==> config.mk <==
export PLATFORM = sky130hd
export DESIGN_NAME = uart_rx
export DESIGN_NICKNAME = d
export VERILOG_FILES = /design/src/rtl/uart_rx.sv
export SDC_FILE = /design/constraint.sdc
export NUM_CORES = 1
export LEC_CHECK = 0
export CAP_MARGIN = 20
export CORE_AREA = 2 2 74 76
export CTS_BUF_LIST = sky130_fd_sc_hd__clkbuf_4
export DETAILED_ROUTE_END_ITERATION = 10
export DIE_AREA = 0 0 76 78
export GPL_ROUTABILITY_DRIVEN = 1
export SETUP_SLACK_MARGIN = 0.4
export SKIP_CTS_REPAIR_TIMING = 1
export SYNTH_ARGS = -nofsm -noshare
export SYNTH_HDL_FRONTEND = slang
export SYNTH_SLANG_ARGS = --single-unit
==> constraint.sdc <==
create_clock -name clk -period 3.58 [get_ports clk]
set_clock_uncertainty 0.05 [all_clocks]
set_input_delay 0.895 -clock clk [delete_from_list [all_inputs] [get_ports clk]]
set_output_delay 0.895 -clock clk [all_outputs]
set_load 0.1 [all_outputs]
==> src/rtl/uart_rx.sv <==
// 8N1 UART receiver, oversampled, mid-bit sampling, framing error flag.
// Define UART_RX_PARITY_EN to add an even-parity bit and the perr pulse.
module uart_rx #(
  parameter int DIV = 4,
  parameter int OVS = 16
) (
  input  logic       clk,
  input  logic       rst,
  input  logic       rxsd,
  output logic [7:0] rxpd,
  output logic       rxvalid,
  output logic       ferr,
  output logic       perr,
  output logic       busy,
  output logic [3:0] bcnt
);

  localparam int TW = $clog2(DIV);
  localparam int SW = $clog2(OVS);
  localparam logic [TW-1:0] TLAST = TW'(DIV - 1);
  localparam logic [SW-1:0] SMID  = SW'(OVS / 2 - 1);
  localparam logic [SW-1:0] SLAST = SW'(OVS - 1);
`ifdef UART_RX_PARITY_EN
  localparam logic [3:0] BLAST = 4'd9;
`else
  localparam logic [3:0] BLAST = 4'd8;
`endif

  typedef enum logic [1:0] {
    IDLE, START, DATA, STOP
  } state_t;

  state_t state_q, state_d;
  logic rs1_q, rs2_q, rsp_q;
  logic [TW-1:0] tcnt_q, tcnt_d;
  logic [SW-1:0] scnt_q, scnt_d;
  logic [3:0] bcnt_q, bcnt_d;
  logic [7:0] sh_q, sh_d;
  logic [7:0] rxpd_q, rxpd_d;
  logic rxv_q, rxv_d;
  logic ferr_q, ferr_d;
  logic tick;
`ifdef UART_RX_PARITY_EN
  logic par_q, par_d;
  logic perr_q, perr_d;
`endif

  always_ff @(posedge clk or negedge rst) begin
    if (!rst) begin
      rs1_q <= 1'b1;
      rs2_q <= 1'b1;
      rsp_q <= 1'b1;
    end else begin
      rs1_q <= rxsd;
      rs2_q <= rs1_q;
      rsp_q <= rs2_q;
    end
  end

  assign tick = (tcnt_q == TLAST);

  always_comb begin
    state_d = state_q;
    tcnt_d  = '0;
    scnt_d  = scnt_q;
    bcnt_d  = bcnt_q;
    sh_d    = sh_q;
    rxpd_d  = rxpd_q;
    rxv_d   = 1'b0;
    ferr_d  = 1'b0;
`ifdef UART_RX_PARITY_EN
    par_d   = par_q;
    perr_d  = 1'b0;
`endif
    if (state_q != IDLE)
      tcnt_d = tick ? '0 : tcnt_q + 1'b1;
    unique case (state_q)
      IDLE: begin
        scnt_d = '0;
        bcnt_d = 4'd15;
        if (!rs2_q && rsp_q) begin
          state_d = START;
          bcnt_d  = 4'd0;
        end
      end
      START: if (tick) begin
        if (scnt_q == SMID) begin
          scnt_d = '0;
          if (!rs2_q) begin
            state_d = DATA;
            bcnt_d  = 4'd1;
          end else begin
            state_d = IDLE;
            bcnt_d  = 4'd15;
          end
        end else begin
          scnt_d = scnt_q + 1'b1;
        end
      end
      DATA: if (tick) begin
        if (scnt_q == SLAST) begin
          scnt_d = '0;
          bcnt_d = bcnt_q + 4'd1;
`ifdef UART_RX_PARITY_EN
          if (bcnt_q == 4'd9) par_d = rs2_q;
          else sh_d = {rs2_q, sh_q[7:1]};
`else
          sh_d = {rs2_q, sh_q[7:1]};
`endif
          if (bcnt_q == BLAST) state_d = STOP;
        end else begin
          scnt_d = scnt_q + 1'b1;
        end
      end
      STOP: if (tick) begin
        if (scnt_q == SLAST) begin
          state_d = IDLE;
          scnt_d  = '0;
          bcnt_d  = 4'd15;
          if (rs2_q) begin
            rxv_d  = 1'b1;
            rxpd_d = sh_q;
          end else begin
            ferr_d = 1'b1;
          end
`ifdef UART_RX_PARITY_EN
          perr_d = ^{sh_q, par_q};
`endif
        end else begin
          scnt_d = scnt_q + 1'b1;
        end
      end
      default: state_d = IDLE;
    endcase
  end

  always_ff @(posedge clk or negedge rst) begin
    if (!rst) begin
      state_q <= IDLE;
      tcnt_q  <= '0;
      scnt_q  <= '0;
      bcnt_q  <= 4'd15;
      sh_q    <= '0;
      rxpd_q  <= '0;
      rxv_q   <= 1'b0;
      ferr_q  <= 1'b0;
`ifdef UART_RX_PARITY_EN
      par_q   <= 1'b0;
      perr_q  <= 1'b0;
`endif
    end else begin
      state_q <= state_d;
      tcnt_q  <= tcnt_d;
      scnt_q  <= scnt_d;
      bcnt_q  <= bcnt_d;
      sh_q    <= sh_d;
      rxpd_q  <= rxpd_d;
      rxv_q   <= rxv_d;
      ferr_q  <= ferr_d;
`ifdef UART_RX_PARITY_EN
      par_q   <= par_d;
      perr_q  <= perr_d;
`endif
    end
  end

  assign rxpd    = rxpd_q;
  assign rxvalid = rxv_q;
  assign ferr    = ferr_q;
  assign busy    = (state_q != IDLE);
  assign bcnt    = bcnt_q;
`ifdef UART_RX_PARITY_EN
  assign perr    = perr_q;
`else
  assign perr    = 1'b0;
`endif

endmodule

=== After elaboration in Yosys (flattened, before gate mapping) ===
Cells that the tools add are included.

* Bits in registers: 33
* Latch bits: 0
* Bits in writable memories: 0
* Bits in read-only memories: 0
* Input port bits: 3
* Output and inout port bits: 16
* Memories: 0

* $add $sub $neg: 3
* $mul: 0
* Divide/modulo/power cells: 0
* $lt $le $gt $ge: 0
* Equal/unequal tests: 16
* Shifts and indexed selects: 0
* Mux-type cells: 34
* Bitwise operators: 0
* Reductions and logical operators: 10

{| class="wikitable"
|+ Operator list
! kind !! count
|-
| 4-bit two-way mux || 12
|-
| 2-bit two-way mux || 11
|-
| 2-bit inequality test (second input constant) || 8
|-
| 4-bit one-hot mux with 4 select lines || 1
|-
| 4-bit one-hot mux with 3 select lines || 1
|-
| 4-bit by 1-bit adder with 4-bit output (second input constant) || 2
|-
| 4-bit equality test (second input constant) || 2
|-
| 1-bit two-way mux || 8
|-
| 2-bit one-hot mux with 4 select lines || 1
|-
| 8-bit AND reduction || 1
|-
| 2-bit equality test (second input constant) || 3
|-
| 6-bit AND reduction || 1
|-
| 4-bit by 3-bit equality test with 1-bit output (second input constant) || 1
|-
| 4-bit AND reduction || 1
|-
| 3-bit AND reduction || 1
|-
| 2-bit by 1-bit adder with 2-bit output (second input constant) || 1
|-
| 2-bit by 1-bit equality test with 1-bit output (second input constant) || 1
|-
| 2-bit zero test || 1
|-
| 2-bit by 1-bit inequality test with 1-bit output (second input constant) || 1
|-
| 2-bit AND reduction || 1
|-
| 2-bit nonzero test || 1
|-
| 2-bit OR reduction || 1
|-
| 1-bit logical AND || 1
|-
| 1-bit zero test || 1
|}

=== Depth between registers and ports, before layout ===
* Depth in word-level cells: 5
* Mapped depth: 8

=== Least setup slack after synthesis ===
No wires, ideal clock.

* Kind: register to output
* Start: reg with a tool-made name
* End: out busy
* Arrival time: 1.541 ns
* Path slack: 1.094 ns
* Cell stages (with the launch flop): 5
* Path buffers: 2
* Path through: dfrtp_1 > clkbuf_1 > clkbuf_1 > nor2_1 > inv_1

{| class="wikitable"
|+ RTL lines
! item !! line !! source
|-
| end, declared || 14 || <nowiki>output logic busy,</nowiki>
|}

==> flow_summary_export.csv <==
group,metric,value,unit
status,status,"complete, no violations",
synth,synth-seq-cells,33,
floorplanning,initial_core_util,29.2,%
min_path,hold_class,"reg -> reg",
sta,final-hold-violation-count,0,
sta,grt_setup_unrepaired,"no",
global_route,grt-ovfl-total,0,
place,place_congestion,0.735,
sta,setup_viol,0,
worst_setup_path,cp_data_required_time,2630,ps
synth,synth_nets,128,
cells_and_area,antenna_cells,0,
detailed_routing,met3_length,113,µm
synth,syn_inst,121,
cells_and_area,drive_gt1_share,37.0,%
detailed_routing,vias,968,
cells_and_area,finalNetCount,144,
global_route,globalRouteTotalUtil,9.97,%
sta,period_share,69.3,%
cells_and_area,fillers,481,
global_route,antenna_found_initial,0,
worst_setup_path,r2r_setup_slack,1420,ps
cells_and_area,final_cells,208,
global_route,first_global_vias,984,
sta,worst_slew_margin_rel,59.0,%
worst_setup_path,cp_max_fo,17,
synth,yosys.area.top_type,"dfrtp_1",
place,portBuffers,17,
worst_setup_path,worst_setup_path_end_kind,"output port",
synth,syn_area,1470,µm²
synth,yosysUniqueCellTypes,37,
detailed_routing,met2_length,1.38,mm
global_route,grt_pass1_wl,4.65,mm
clocking,cts_tree,"built",
detailed_routing,wire_per_inst,13.0,µm
synth,syn_area_per_cell,12.2,µm²
clocking,clk_latency,350,ps
floorplanning,die_w,76,µm
place,hpwlAfterDp,1.82,mm
run,drv_cap,0,
clocking,clockBufferDepth,2,
synth,ys_warn_count,0,
floorplanning,rows,26,
sta,drv_slew,0,
detailed_routing,drtIter0Drc,45,
worst_setup_path,critPathLaunchType,"flip-flop",
clocking,cts-root-buf,"clkbuf_4",
synth,synth_top_area_share,44.2,%
power_and_ir_drop,max-vdd-ir-drop,0.220,mV
synth,synth_area_leaders,"dfrtp_1 (44%), mux2_2 (13%), dfstp_2 (12%), ha_1 (3.4%), nand2_1 (1.8%)",
detailed_routing,dr.pass1.iters,5,
cells_and_area,areaGrowthSynthToFinish,16.0,%
detailed_routing,avgViaCountPerCell,4.65,
floorplanning,dieHeight,78,µm
sta,max_freq,403,MHz
worst_setup_path,crit_type,"reg -> out",
power_and_ir_drop,powerDensity,684,nW/µm²
power_and_ir_drop,leakagePower,0.813,nW
place,dp.cells,200,
clocking,clk_transition_reported_paths,100,ps
floorplanning,ios,19,
clocking,h-tree-depth,2,
sta,worst_slew_pin_slew,611,ps
floorplanning,dieArea,5930,µm²
detailed_routing,drtAntennaViolNets,0,
worst_setup_path,worstPathArrival,1530,ps
synth,ys_seq_area_share,56.7,%
clocking,cts_num_sinks,33,
detailed_routing,routed_wl,2.71,mm
detailed_routing,drc,0,
sta,setup-tns-final,0,ps
sta,finalCriticalPeriod,2480,ps
global_route,grt_max_degree,34,
detailed_routing,wl_met1,1.17,mm
clocking,cts_buffers,5,
detailed_routing,topRoutingLayerUsed,"met4",
power_and_ir_drop,report.power.total,0.00117,W
floorplanning,core,5040,µm²
[logic make-up (layout without fill, tap and decap cells)]
kind of cell               after synthesis  after routing  synth area share (%)
AOI/OAI and AO/OA                       17             17                  8.24
xor gates and xnor gates                 2              2                  1.19
adders and majority gates                4              4                  3.40
buffers and inverters                   14             31                  4.50
DFF                                     33             33                  56.7
muxes                                   18             18                  13.7
other                                    1              1                 0.255
and+or+nand+nor                         32             32                  12.1
[sequential cells by signal (all words and copies together) (netlist names), named ones only]
| name | count |
|---|---|
| sh_q | 8 |
| rsp_q | 1 |
| bcnt | 4 |
| ferr | 1 |
| tcnt_q | 2 |
| rs1_q | 1 |
| state_q | 1 |
| rxvalid | 1 |
| scnt_q | 4 |
| rxpd | 8 |
| rs2_q | 1 |
[worst max-delay path: stages, from the launching register on]
cell and delay (ps):
dfrtp_1 650, nor2_1 180, inv_1 90, buf_4 280
[layout make-up]
class | instances | area [µm²] | share of cell area [%]
flip-flops and latches | 33 | 835 | 48.9
multi-input cells | 74 | 572 | 33.5
repair buffers | 18 | 140 | 8.21
well taps | 70 | 87.6 | 5.13
clock buffers | 5 | 37.5 | 2.20
inverters | 5 | 18.8 | 1.10
clock inverters | 3 | 17.5 | 1.03
[synthesized netlist by cell type]
library cell,instances
a311oi_1,1
o31ai_1,1
dfstp_2,7
o32a_1,1
or2_2,1
a22oi_1,2
nand3_1,4
nor3_1,4
xnor2_1,1
xor2_1,1
mux2_2,17
clkbuf_1,4
a31oi_1,3
and3_1,2
a21oi_1,3
nand4_1,1
o21ai_0,1
mux2i_1,1
a41oi_1,1
or3b_2,1
a32oi_1,1
nand2_1,7
buf_4,3
a221oi_1,1
nand3b_1,1
nand3_4,1
conb_1,1
nor2b_1,1
buf_2,2
dfrtp_1,26
inv_1,5
nor2_1,6
nand4b_1,2
o21a_1,1
a211oi_1,1
nand2b_1,1
ha_1,4
[worst paths after layout]
check                      cells past startpoint       from  endpoint
max                                            3  flip-flop      busy
min                                            0      rs1_q     rs2_q
max reg2reg                                    4  tcnt_q[0]   sh_q[3]
min reg2reg                                    0      rs1_q     rs2_q
max in group asynchronous                      2        rst     rs2_q
min in group asynchronous                      2        rst   sh_q[7]
[metrics by stage]
step	util (%)	hold slack (ps)	worst slack, ps	instance area [µm²]
3_3_place_gp	32.8	298	1480	1650
6_report	33.9	315	1100	1710
5_1_grt	33.9	324	953	1710
2_1_floorplan	-	295	1090	1470
3_5_place_dp	32.8	304	1430	1650
4_1_cts	33.9	319	1090	1710
[power by group]
| part | switching (W) | internal (W) | leakage [nW] | total (W) |
|---|---|---|---|---|
| clock network | 0.000131 | 0.0000740 | 0.0310 | 0.000205 |
| registers | 0.0000940 | 0.000449 | 0.422 | 0.000543 |
| logic | 0.000289 | 0.000132 | 0.360 | 0.000420 |
| total | 0.000514 | 0.000654 | 0.813 | 0.00117 |
[metal layers]
layer	up-vias	global-route usage, %
met5	-	0
met1	483	11.4
li1	453	-
met2	27	16.5
met3	5	3.14
met4	0	5.82
[placed cells by master, fill, tap and decap left out]
cell             count
dfrtp_1             26
mux2_2              17
buf_4               16
nand2_1              7
dfstp_2              7
nor2_1               6
inv_1                5
clkbuf_4             5
nor3_1               4
nand3_1              4
ha_1                 4
a21oi_1              3
a31oi_1              3
and3_1               2
nand4b_1             2
a22oi_1              2
clkinv_2             2
clkdlybuf4s50_1      2
nand2b_1             1
nand3_4              1
nor2b_1              1
xor2_1               1
mux2i_1              1
o21ai_0              1
or3b_2               1
o31ai_1              1
xnor2_1              1
o21a_1               1
or2_2                1
o32a_1               1
a32oi_1              1
a221oi_1             1
a41oi_1              1
nand3b_1             1
a311oi_1             1
nand4_1              1
a211oi_1             1
conb_1               1
clkinvlp_4           1
No activity file was read; power rests on OpenSTA's default activity.
